--- src/rtl/uart_pkg.sv ---
// Shared UART definitions: TX arbiter state encoding and bit timing (100 MHz, 19200 baud).
package uart_pkg;

   localparam int CLOCKS_PER_BIT = 5208;

   localparam logic [2:0] ST_IDLE      = 3'd0;
   localparam logic [2:0] ST_START     = 3'd1;
   localparam logic [2:0] ST_WAIT_BUSY = 3'd2;
   localparam logic [2:0] ST_WAIT_DONE = 3'd3;
   localparam logic [2:0] ST_GAP       = 3'd4;

   typedef logic [15:0] cnt_t;

endpackage

--- src/rtl/rr_pick.sv ---
// Combinational round-robin picker: first eligible request after rr_ptr, wrapping modulo N.
module rr_pick #(
   parameter int N    = 4,
   parameter int ID_W = 2
) (
   input  logic [N-1:0]    req,
   input  logic [N-1:0]    mask,
   input  logic [ID_W-1:0] rr_ptr,
   output logic [ID_W-1:0] winner,
   output logic            any
);

   logic [N-1:0]   elig;
   logic [2*N-1:0] dbl;
   logic [N-1:0]   rot;
   int             base;

   // Rotate the doubled vector so bit 0 is the requester just after rr_ptr.
   always_comb begin
      elig   = req & mask;
      dbl    = {elig, elig};
      base   = int'(rr_ptr) + 1;
      rot    = N'(dbl >> base);
      winner = '0;
      any    = 1'b0;
      for (int i = N - 1; i >= 0; i--) begin
         if (rot[i]) begin
            any    = 1'b1;
            winner = ID_W'((base + i) % N);
         end
      end
   end

endmodule

--- src/rtl/uart_tx_arbiter.sv ---
// Round-robin arbiter sharing one UART byte transmitter among NUM_REQ requesters.
// Optional packet lock (no interleaving of multi-byte messages): define UART_TX_ARB_PKT_LOCK_EN.
//
// state        | meaning
// ST_IDLE      | waiting for an eligible requester, accept strobe is combinational
// ST_START     | one-clock tx_start pulse to the serializer
// ST_WAIT_BUSY | waiting for tx_busy to rise, bounded by ACK_TIMEOUT
// ST_WAIT_DONE | frame in progress, waiting for tx_busy to fall
// ST_GAP       | idle gap of GAP_CLKS clocks before the next grant
module uart_tx_arbiter
   import uart_pkg::*;
#(
   parameter int NUM_REQ     = 4,
   parameter int ID_W        = 2,
   parameter int GAP_CLKS    = CLOCKS_PER_BIT,
   parameter int ACK_TIMEOUT = 16
) (
   input  logic                 CLK,
   input  logic                 RESET,
   input  logic [NUM_REQ-1:0]   req_valid,
   input  logic [8*NUM_REQ-1:0] req_data,
   input  logic [NUM_REQ-1:0]   req_last,
   output logic [NUM_REQ-1:0]   req_ready,
   output logic [7:0]           tx_data,
   output logic                 tx_start,
   input  logic                 tx_busy,
   output logic [ID_W-1:0]      grant_id,
   output logic                 tx_err
);

   localparam cnt_t ACK_LAST = cnt_t'(ACK_TIMEOUT);
   localparam cnt_t GAP_LAST = cnt_t'(GAP_CLKS - 1);

   logic [2:0]         state_q, state_d;
   cnt_t               cnt_q, cnt_d;
   logic [ID_W-1:0]    rr_ptr_q, rr_ptr_d;
   logic [7:0]         tx_data_q, tx_data_d;
   logic [ID_W-1:0]    grant_id_q, grant_id_d;
   logic [NUM_REQ-1:0] mask;
   logic [ID_W-1:0]    pick_w;
   logic               pick_any;
   logic               accept;

   rr_pick #(.N(NUM_REQ), .ID_W(ID_W)) u_pick (
      .req    (req_valid),
      .mask   (mask),
      .rr_ptr (rr_ptr_q),
      .winner (pick_w),
      .any    (pick_any)
   );

`ifdef UART_TX_ARB_PKT_LOCK_EN
   // While locked only the previous winner (still held in rr_ptr) is eligible.
   logic lock_q, lock_d;

   always_comb begin
      mask = '1;
      if (lock_q) begin
         mask           = '0;
         mask[rr_ptr_q] = 1'b1;
      end
   end

   always_comb begin
      lock_d = lock_q;
      if (accept) begin
         lock_d = ~req_last[pick_w];
      end else if (tx_err) begin
         lock_d = 1'b0;
      end
   end

   always_ff @(posedge CLK) begin
      if (RESET) begin
         lock_q <= 1'b0;
      end else begin
         lock_q <= lock_d;
      end
   end
`else
   logic unused_last;

   assign mask        = '1;
   assign unused_last = ^req_last;
`endif

   always_comb begin
      state_d    = state_q;
      cnt_d      = cnt_q;
      rr_ptr_d   = rr_ptr_q;
      tx_data_d  = tx_data_q;
      grant_id_d = grant_id_q;
      req_ready  = '0;
      tx_start   = 1'b0;
      tx_err     = 1'b0;
      accept     = 1'b0;
      case (state_q)
         ST_IDLE: begin
            // Gated by RESET so no byte is handed over while the FSM is being cleared.
            if (pick_any && !RESET) begin
               accept            = 1'b1;
               req_ready[pick_w] = 1'b1;
               tx_data_d         = req_data[{pick_w, 3'b000} +: 8];
               grant_id_d        = pick_w;
               rr_ptr_d          = pick_w;
               state_d           = ST_START;
            end
         end
         ST_START: begin
            tx_start = 1'b1;
            cnt_d    = '0;
            state_d  = ST_WAIT_BUSY;
         end
         ST_WAIT_BUSY: begin
            if (tx_busy) begin
               state_d = ST_WAIT_DONE;
            end else if (cnt_q == ACK_LAST) begin
               tx_err  = 1'b1;
               cnt_d   = '0;
               state_d = ST_GAP;
            end else begin
               cnt_d = cnt_q + 16'd1;
            end
         end
         ST_WAIT_DONE: begin
            if (!tx_busy) begin
               cnt_d   = '0;
               state_d = ST_GAP;
            end
         end
         ST_GAP: begin
            if (GAP_CLKS == 0 || cnt_q == GAP_LAST) begin
               state_d = ST_IDLE;
            end else begin
               cnt_d = cnt_q + 16'd1;
            end
         end
         default: state_d = ST_IDLE;
      endcase
   end

   always_ff @(posedge CLK) begin
      if (RESET) begin
         state_q    <= ST_IDLE;
         cnt_q      <= '0;
         rr_ptr_q   <= ID_W'(NUM_REQ - 1);
         tx_data_q  <= '0;
         grant_id_q <= '0;
      end else begin
         state_q    <= state_d;
         cnt_q      <= cnt_d;
         rr_ptr_q   <= rr_ptr_d;
         tx_data_q  <= tx_data_d;
         grant_id_q <= grant_id_d;
      end
   end

   assign tx_data  = tx_data_q;
   assign grant_id = grant_id_q;

endmodule
--- config.mk ---
export PLATFORM = sky130hd
export DESIGN_NAME = uart_tx_arbiter
export DESIGN_NICKNAME = d
export VERILOG_FILES = /design/src/rtl/uart_pkg.sv /design/src/rtl/rr_pick.sv /design/src/rtl/uart_tx_arbiter.sv
export SDC_FILE = /design/constraint.sdc
export NUM_CORES = 1
export LEC_CHECK = 0
export BUFFER_PORTS_ARGS = -buffer_cell sky130_fd_sc_hd__buf_2
export CAP_MARGIN = 15
export CORE_ASPECT_RATIO = 1.2
export CORE_MARGIN = 2
export CORE_UTILIZATION = 51
export DETAILED_ROUTE_END_ITERATION = 6
export GPL_TIMING_DRIVEN = 0
export PLACE_DENSITY = 0.87
export SYNTH_ARGS = -nofsm -noshare
export SYNTH_HDL_FRONTEND = slang
export SYNTH_SLANG_ARGS = --single-unit
--- constraint.sdc ---
create_clock -name CLK -period 2.85 [get_ports CLK]
set_clock_uncertainty 0.05 [all_clocks]
set_input_delay 0.285 -clock CLK [delete_from_list [all_inputs] [get_ports CLK]]
set_output_delay 0.285 -clock CLK [all_outputs]
set_load 0.03 [all_outputs]
==> impl_metrics.csv, run 1 <==
group,metric,value,unit
sta,slew_headroom,55.4,%
cells_and_area,final_util,64.0,%
clock_tree,cts_made_buffers,5,
routing,drt_first_pass_iters,4,
synth,synthCells,225,
routing,routed_wl,4670,µm
cells_and_area,fillers,315,
synth,netlist.top_cell.by_area,"dfxtp_1",
sta,grt_setup_unrepaired,"no",
routing,via_count,1950,
cells_and_area,syn_to_final_growth,22.3,%
run,maxCapViolCount,0,
sta,setup_tns,0,ns
sta,setup_viol,0,
critical_path,path_max_fanout,10,
critical_path,slowest_delay,0.56,ns
critical_path,cpLargestDelayFamily,"buffers and inverters",
die,die_area,4130,µm²
clock_tree,h-tree-depth,2,
cells_and_area,antenna_cells,0,
status,outcome,"finished clean",
die,pin_count,59,
power,ir_worst_vdd,0.368,mV
critical_path,crit_chain,"o21a_1 > o21ai_0 > nand3_1 > buf_1 > nand2_1 > nor2_1 > buf_2",
clock_tree,path_clk_slew,0.06,ns
synth,yosysSeqAreaShare,33.5,%
sta,fin_crit,2.53,ns
power,powerDensity,620,nW/µm²
global_route,grtUsageTotal,23.8,%
routing,drtAntennaViolNets,0,
cells_and_area,layout-drive-gt1-share,28.0,%
synth,yosysTopAreaCellShare,33.5,%
clock_tree,clock_latency,0.29,ns
synth,synth_nets,270,
global_route,grt_start_max_net_pins,11,
die,core_area,3540,µm²
sta,maxSlewViolCount,0,
die,die_w,59.0,µm
clock_tree,clk_path_buf_depth,2,
synth,async_flop_share,0,%
sta,finalCritPeriodShare,88.6,%
synth,yosys_warnings,0,
place,place_congestion,0.892,
clock_tree,cts_setup_buffers,0,
critical_path,critical_path_class,"reg2out",
clock_tree,ctsHoldBuffers,0,
routing,vias_per_cell,6.00,
global_route,grt_first_pass_wirelength,7670,µm
sta,clock.fmax,0.396,GHz
power,power.total,1.40,mW
place,place_area,2170,µm²
clock_tree,post_cts_resized,0,
sta,tightest_slew,0.668,ns
critical_path,critical_path.startpoint,"rr_ptr_q[0]",
sta,finalHoldViolations,0,
min_path,hold_class,"in2reg",
critical_path,end_kind,"output pin",
die,die_h,70.0,µm
routing,drt_iter0_markers,110,
power,p_leak,0.954,nW
sta,timing.hold.ws,0.262,ns
place,io_buffers,53,
cells_and_area,final_area,2270,µm²
critical_path,r2r-start,"cnt_q[0]",
clock_tree,cts_root_buffer,"clkbuf_8",
clock_tree,clock-sinks,31,
synth,ys_seq_elements,31,
synth,syn_area,1850,µm²
die,start_util,52.3,%
min_path,hp-start,"req_data[1]",
critical_path,cp.buffers_inverters,2,
global_route,overflow,0,
synth,avgSynthCellArea,8.24,µm²
synth,synth_flop_cell,"dfxtp_1",
critical_path,cp-start-kind,"register",
synth,yosys.cell_types.count,50,
critical_path,crit_slowest_cell,"buf_1",
cells_and_area,fin_nets,330,
critical_path,worst_ep_required_time,2.52,ns
routing,drcViolationCount,0,
critical_path,worstPathArrival,2.19,ns
clock_tree,cts_tree,"built",
synth,synth-edff-count,0,
place,dp_hpwl,3550,µm
synth,ys_top_cells_by_area,"dfxtp_1, mux2i_1, nand3_1, nor2_1, nand2_1",
die,rows,24,
routing,avgRoutedWirePerCell,14.4,µm
global_route,antenna_found_initial,0,
global_route,grt_pass1_vias,1768,
==> power breakdown <==
part | internal (mW) | total (mW) | switching [mW]
Clock | 0.220 | 0.375 | 0.155
Combinational | 0.188 | 0.503 | 0.315
Sequential | 0.488 | 0.527 | 0.0388
Total | 0.896 | 1.40 | 0.509
==> cell type report <==
type / count / area (µm²) / area share (%)
flip-flops and latches: 31 / 621 / 27.4
repair buffers: 53 / 265 / 11.7
well taps: 39 / 48.8 / 2.15
multi-input cells: 179 / 1160 / 51.4
inverters: 7 / 26.3 / 1.16
clock buffers: 8 / 100 / 4.42
plain buffers: 8 / 41.3 / 1.82
==> cell usage after synthesis (4+ instances only) <==
cell and n:
or3_1 5, o221ai_1 6, nand3_1 21, dfxtp_1 31, nand2b_1 4, mux2i_1 17, a21oi_1 9, nand2_1 18
o21ai_1 5, inv_1 6, o21ai_0 7, nor2_1 21, o211ai_1 6, nor4_1 4, or4_1 6
==> per-layer routing <==
layer,track usage [%],vias up,wire [µm]
met5,0,-,0
met4,12.9,0,121
met3,5.74,13,205
met2,38.6,47,2420
met1,28.0,932,1930
li1,-,958,-
==> path summary, 6_finish.rpt <==
path | end | slack [ns] | depth (start not counted)
worst max-delay path | req_ready[1] | 0.32 | 7
worst min register to register | grant_id[1] | 0.41 | 2
worst min-delay path | tx_data[1] | 0.26 | 3
worst max register to register | cnt_q[4] | 0.36 | 7
==> stage by stage <==
| step | setup WS (ns) | instances |
|---|---|---|
| after global placement | 0.440 | 317 |
| after detailed placement | 0.412 | 317 |
| after global routing | 0.126 | 325 |
| final | 0.324 | 325 |
| after CTS | 0.325 | 325 |
| after floorplan | 0.330 | 225 |
==> kinds of logic after synthesis <==
family	synth area share, %
AOI/OAI and AO/OA	20.7
xor gates and xnor gates	1.42
adders and majority gates	1.35
buffers and inverters	3.65
DFF	33.5
muxes	9.18
and+or+nand+nor	30.2
==> worst min-delay path, cell delays in order <==
cell and delay (ns):
buf_2 0.07, mux2i_1 0.06, o221ai_1 0.14
==> registers in the layout, indices dropped and copies added, names as in the netlist <==
register,count
cnt_q,16
grant_id,2
rr_ptr_q,2
state_q,3
tx_data,8
==> cells in the final DEF, fill, tap and decap left out, types with 2 or more instances in the layout <==
| master | n |
|---|---|
| a21bo_2 | 2 |
| a21boi_0 | 2 |
| a21oi_1 | 9 |
| a21oi_2 | 3 |
| buf_2 | 56 |
| clkbuf_1 | 4 |
| clkbuf_8 | 7 |
| dfxtp_1 | 31 |
| ha_1 | 2 |
| inv_1 | 6 |
| mux2i_1 | 17 |
| nand2_1 | 18 |
| nand2b_1 | 4 |
| nand3_1 | 21 |
| nand3b_1 | 2 |
| nor2_1 | 21 |
| nor2_2 | 2 |
| nor2b_1 | 2 |
| nor3_1 | 3 |
| nor3b_1 | 3 |
| nor4_1 | 4 |
| nor4b_1 | 2 |
| o211ai_1 | 6 |
| o21a_1 | 2 |
| o21ai_0 | 7 |
| o21ai_1 | 5 |
| o21bai_1 | 2 |
| o221ai_1 | 6 |
| o31ai_1 | 3 |
| or2_2 | 2 |
| or3_1 | 5 |
| or4_1 | 6 |
| or4_4 | 2 |
| xnor2_1 | 2 |
Power figures use the tool's default switching activity.
==> run 2: changes to the inputs <==
--- a/config.mk
+++ b/config.mk
@@ -9,10 +9,11 @@
 export CAP_MARGIN = 15
 export CORE_ASPECT_RATIO = 1.2
 export CORE_MARGIN = 2
-export CORE_UTILIZATION = 51
+export CORE_UTILIZATION = 50
 export DETAILED_ROUTE_END_ITERATION = 6
 export GPL_TIMING_DRIVEN = 0
-export PLACE_DENSITY = 0.87
+export PLACE_DENSITY = 0.86
 export SYNTH_ARGS = -nofsm -noshare
 export SYNTH_HDL_FRONTEND = slang
+export SYNTH_HIERARCHICAL = 1
 export SYNTH_SLANG_ARGS = --single-unit
==> impl_metrics.csv, run 2 <==
group,metric,value,unit
synth,yosysSeqAreaShare,34.6,%
synth,synthAdderAreaFrac,1.39,%
synth,synth_flop_cell,"dfxtp_1",
synth,synth_compound_area_share,11.9,%
synth,syn_area,1790,µm²
routing,vias_per_cell,5.49,
synth,ys_seq_elements,31,
synth,avgSynthCellArea,8.88,µm²
cells_and_area,syn_to_final_growth,24.7,%
critical_path,worstPathArrival,2.28,ns
min_path,hp-start,"tx_busy",
critical_path,path_max_fanout,10,
synth,synthTopCellsByCount,"nand2_1, dfxtp_1, nor2_1",
status,outcome,"finished, violations left",
power,ir_worst_vdd,0.331,mV
die,rows,23,
routing,avgRoutedWirePerCell,13.4,µm
run,maxCapViolCount,0,
synth,yosysTopAreaCellShare,34.6,%
synth,synthMuxAreaShare,10.6,%
clock_tree,cts_tree,"built",
place,place_congestion,0.828,
power,powerDensity,491,nW/µm²
sta,finalHoldViolations,0,
global_route,use_met2,39.1,%
cells_and_area,final_cell_mix,"buf_2, nand2_1, dfxtp_1, nor2_1, a21oi_1",
die,core_area,3400,µm²
clock_tree,path_clk_slew,0.07,ns
place,dp_slack,0.348,ns
sta,maxSlewViolCount,0,
die,start_util,52.8,%
min_path,hold_class,"in2reg",
routing,drcViolationCount,1,
global_route,grt_pass1_vias,1674,
sta,setup_tns,0,ns
critical_path,crit_slowest_cell,"a221oi_1",
die,die_w,58.7,µm
die,die_area,4090,µm²
global_route,grt-busiest-layer,"met2",
sta,finalCritPeriodShare,91.8,%
clock_tree,post_cts_resized,0,
clock_tree,cts_made_buffers,5,
synth,ys_top_cells_by_area,"dfxtp_1, mux4_2, nand2_1, xnor2_1, nand3b_1",
routing,via_count,1707,
synth,synthCells,202,
clock_tree,h-tree-depth,2,
sta,tightest_slew,0.603,ns
synth,yosys.cell_types.count,46,
synth,synth_top_family_by_area,"simple AND/OR/NAND/NOR gates",
synth,yosys_warnings,6,
critical_path,crit_chain,"nand3_1 > a221oi_1 > clkbuf_1 > nand2_1 > nor2_1 > buf_2",
sta,setup_ws,0.233,ns
routing,drtAntennaViolNets,0,
status,violations,"DRC",
routing,drt_first_pass_iters,6,
die,pin_count,59,
routing,drt_iter0_markers,99,
cells_and_area,antenna_cells,0,
synth,netlist.top_cell.by_area,"dfxtp_1",
sta,setup_viol,0,
global_route,grt_first_pass_wirelength,7210,µm
synth,yosysMostFrequentCell,"nand2_1",
critical_path,r2r-start,"rr_ptr_q[1]",
critical_path,cp.buffers_inverters,2,
critical_path,critical_path_class,"reg2out",
power,p_leak,0.956,nW
global_route,gr-usage-met3,5.41,%
cells_and_area,largest_reg_flops,16,
cells_and_area,top_register,"cnt_q",
global_route,grtUsageTotal,22.2,%
clock_tree,clk_path_buf_depth,2,
critical_path,end_kind,"output pin",
global_route,grt_start_max_net_pins,12,
synth,async_flop_share,0,%
cells_and_area,layout-drive-gt1-share,31.0,%
synth,synth-edff-count,0,
global_route,antenna_found_initial,0,
place,dp_hpwl,3270,µm
clock_tree,cts_setup_buffers,0,
sta,fin_crit,2.62,ns
critical_path,worst_ep_required_time,2.52,ns
place,io_buffers,54,
clock_tree,ctsHoldBuffers,0,
critical_path,slowest_delay,0.51,ns
synth,synth_xor_area_share,5.37,%
sta,slew_headroom,59.8,%
routing,routed_wl,4170,µm
critical_path,critical_path.startpoint,"rr_ptr_q[1]",
critical_path,cpLargestDelayFamily,"buffers and inverters",
synth,synth_simple_gate_area_share,31.7,%
global_route,overflow,0,
cells_and_area,fin_nets,318,
global_route,use_met1,25.6,%
cells_and_area,final_common_cell,"buf_2",
clock_tree,clock-sinks,31,
critical_path,cp-start-kind,"register",
die,die_h,69.6,µm
sta,grt_setup_unrepaired,"no",
clock_tree,clock_latency,0.29,ns
clock_tree,cts_root_buffer,"clkbuf_8",
sta,clock.fmax,0.382,GHz
## run 2: power by group
part / leakage, nW / internal, mW / total, mW / switching, mW
logic: 0.663 / 0.116 / 0.275 / 0.159
clock network: 0.0402 / 0.170 / 0.341 / 0.171
registers: 0.253 / 0.463 / 0.483 / 0.0200
## run 2: cells by family after synthesis
logic type / after synthesis
and+or+nand+nor: 104
DFF: 31
AOI/OAI and AO/OA: 28
buffers and inverters: 16
xor gates and xnor gates: 11
muxes: 9
adders and majority gates: 2
other: 1
## run 2: worst register-to-register path, cell delays in order, from the launching register on
cell and delay, ns:
dfxtp_1 0.41, nand3_1 0.13, a221oi_1 0.51, clkbuf_1 0.43
mux4_2 0.38, nand2_1 0.10, nand2_1 0.05
## run 2: per-layer routing
| layer | wire [µm] | share of wire [%] |
|---|---|---|
| met2 | 2110 | 51 |
| met1 | 1740 | 42 |
| met3 | 252 | 6.0 |
| met5 | 0 | 0 |
| met4 | 62 | 1.5 |
## run 2: metrics by stage
| stage | hold WS, ns | util [%] | instances | area (µm²) | power [mW] |
|---|---|---|---|---|---|
| after global routing | 0.231 | 65.9 | 311 | 2240 | 1.16 |
| after detailed placement | 0.398 | 63.3 | 303 | 2150 | 0.767 |
| after CTS | 0.227 | 65.9 | 311 | 2240 | 1.11 |
| after global placement | 0.397 | 63.3 | 303 | 2150 | 0.760 |
| after floorplan | 0.378 | - | 212 | 1830 | 0.684 |
| final | 0.233 | 65.9 | 311 | 2240 | 1.10 |
## run 2: worst paths after layout
check                           slack, ns  cells past startpoint           end
worst max-delay path                 0.23                      6  req_ready[2]
worst min-delay path                 0.23                      3    state_q[1]
worst max register to register       0.68                      6    tx_data[5]
worst min register to register       0.41                      2   grant_id[0]
## run 2: area by class of cell
class                           count  area (µm²)
Multi-Input combinational cell    165        1130
Tap cell                           37        46.3
Clock inverter                      3        20.0
Inverter                            8        30.0
Sequential cell                    31         621
Buffer                              8        46.3
Timing Repair Buffer               54         270
Fill cell                         302        1160
Clock buffer                        5        68.8
==> run 3: changes to the inputs <==
--- a/config.mk
+++ b/config.mk
@@ -13,6 +13,7 @@
 export DETAILED_ROUTE_END_ITERATION = 6
 export GPL_TIMING_DRIVEN = 0
 export PLACE_DENSITY = 0.86
+export RECOVER_POWER = 25
 export SYNTH_ARGS = -nofsm -noshare
 export SYNTH_HDL_FRONTEND = slang
 export SYNTH_HIERARCHICAL = 1
==> impl_metrics.csv, run 3 (synthesis gave the netlist of run 2 again) <==
group,metric,value,unit
sta,clock.fmax,0.384,GHz
status,outcome,"finished, violations left",
clock_tree,path_clk_slew,0.07,ns
cells_and_area,syn_to_final_growth,23.6,%
routing,drcViolationCount,1,
clock_tree,cts_root_buffer,"clkbuf_8",
die,die_h,69.6,µm
die,core_area,3400,µm²
die,start_util,52.8,%
routing,routed_wl,4140,µm
run,maxCapViolCount,0,
routing,drt_iter0_markers,117,
critical_path,worst_ep_required_time,2.52,ns
sta,slew_headroom,59.5,%
sta,setup_tns,0,ns
global_route,grt_pass1_vias,1674,
critical_path,end_kind,"output pin",
cells_and_area,final_common_cell,"buf_2",
power,ir_worst_vdd,0.332,mV
clock_tree,clock_latency,0.28,ns
global_route,antenna_found_initial,0,
cells_and_area,layout-drive-gt1-share,27.0,%
cells_and_area,top_register,"cnt_q",
place,place_area,2150,µm²
die,die_area,4090,µm²
cells_and_area,fillers,308,
sta,finalCritPeriodShare,91.5,%
clock_tree,h-tree-depth,2,
routing,via_count,1693,
cells_and_area,final_util,65.3,%
critical_path,cp-start-kind,"register",
place,io_buffers,54,
sta,setup_viol,0,
global_route,grt_first_pass_wirelength,7210,µm
sta,timing.hold.ws,0.232,ns
power,p_leak,0.912,nW
sta,fin_crit,2.61,ns
global_route,overflow,0,
routing,drt_first_pass_iters,6,
status,violations,"DRC",
clock_tree,post_cts_resized,0,
die,die_w,58.7,µm
global_route,grtUsageTotal,22.2,%
sta,grt_setup_unrepaired,"no",
routing,vias_per_cell,5.44,
clock_tree,clk_path_buf_depth,2,
clock_tree,cts_setup_buffers,0,
clock_tree,cts_tree,"built",
routing,avgRoutedWirePerCell,13.3,µm
die,rows,23,
sta,maxSlewViolCount,0,
global_route,grt_start_max_net_pins,12,
sta,finalHoldViolations,0,
sta,tightest_slew,0.608,ns
min_path,hold_class,"in2reg",
clock_tree,cts_made_buffers,5,
cells_and_area,final_cell_mix,"buf_2, nand2_1, dfxtp_1, nor2_1, clkbuf_1",
cells_and_area,final_area,2220,µm²
routing,drtAntennaViolNets,0,
place,place_congestion,0.828,
power,powerDensity,492,nW/µm²
cells_and_area,fin_nets,318,
critical_path,path_max_fanout,10,
die,pin_count,59,
clock_tree,clock-sinks,31,
clock_tree,ctsHoldBuffers,0,
critical_path,worstPathArrival,2.27,ns
cells_and_area,largest_reg_flops,16,
critical_path,critical_path_class,"reg2out",
place,dp_hpwl,3270,µm
cells_and_area,antenna_cells,0,
==> run 3: changes by cell type in the layout (fill, tap and decap cells not counted), sizes merged <==
cell and delta:
buf -11, clkbuf +11
==> run 3: through the flow <==
stage	setup slack, ns	total power, mW	std cells
after floorplan	0.589	0.684	212
after global placement	0.425	0.760	303
after detailed placement	0.348	0.767	303
after CTS	0.230	1.11	311
after global routing	0.0435	1.15	311
final	0.243	1.09	311
==> run 3: worst paths after layout <==
kind                                   from            to  slack, ns  cells past startpoint
worst max-delay path            rr_ptr_q[1]  req_ready[2]       0.24                      6
worst min-delay path                tx_busy    state_q[1]       0.23                      3
worst max register to register  rr_ptr_q[1]    tx_data[5]       0.68                      6
worst min register to register  grant_id[0]   grant_id[0]       0.41                      2
==> run 3: final cells by class <==
class,count,area (µm²),share of cell area [%]
Inverter,8,30.0,1.35
Clock buffer,5,68.8,3.10
Buffer,8,38.8,1.75
Sequential cell,31,621,28.0
Multi-Input combinational cell,165,1130,51.2
Timing Repair Buffer,54,258,11.6
Clock inverter,3,20.0,0.903
Tap cell,37,46.3,2.09
==> run 3: layer usage <==
layer	global-route usage, %	routed length [µm]	vias up
li1	-	-	854
met1	25.6	1730	778
met2	39.1	2110	54
met3	5.41	242	7
met4	7.58	62	0
met5	0	0	-
==> run 3: report_power, final <==
| group | switching, mW | internal (mW) | leakage, nW |
|---|---|---|---|
| clock | 0.171 | 0.170 | 0.0402 |
| combinational | 0.159 | 0.108 | 0.620 |
| sequential | 0.0201 | 0.463 | 0.253 |
==> run 3: worst max-delay path, stage by stage, from the launching register on <==
cell	delay, ns
dfxtp_1	0.41
nand3_1	0.13
a221oi_1	0.51
clkbuf_1	0.43
nand2_1	0.17
nor2_1	0.12
buf_2	0.21
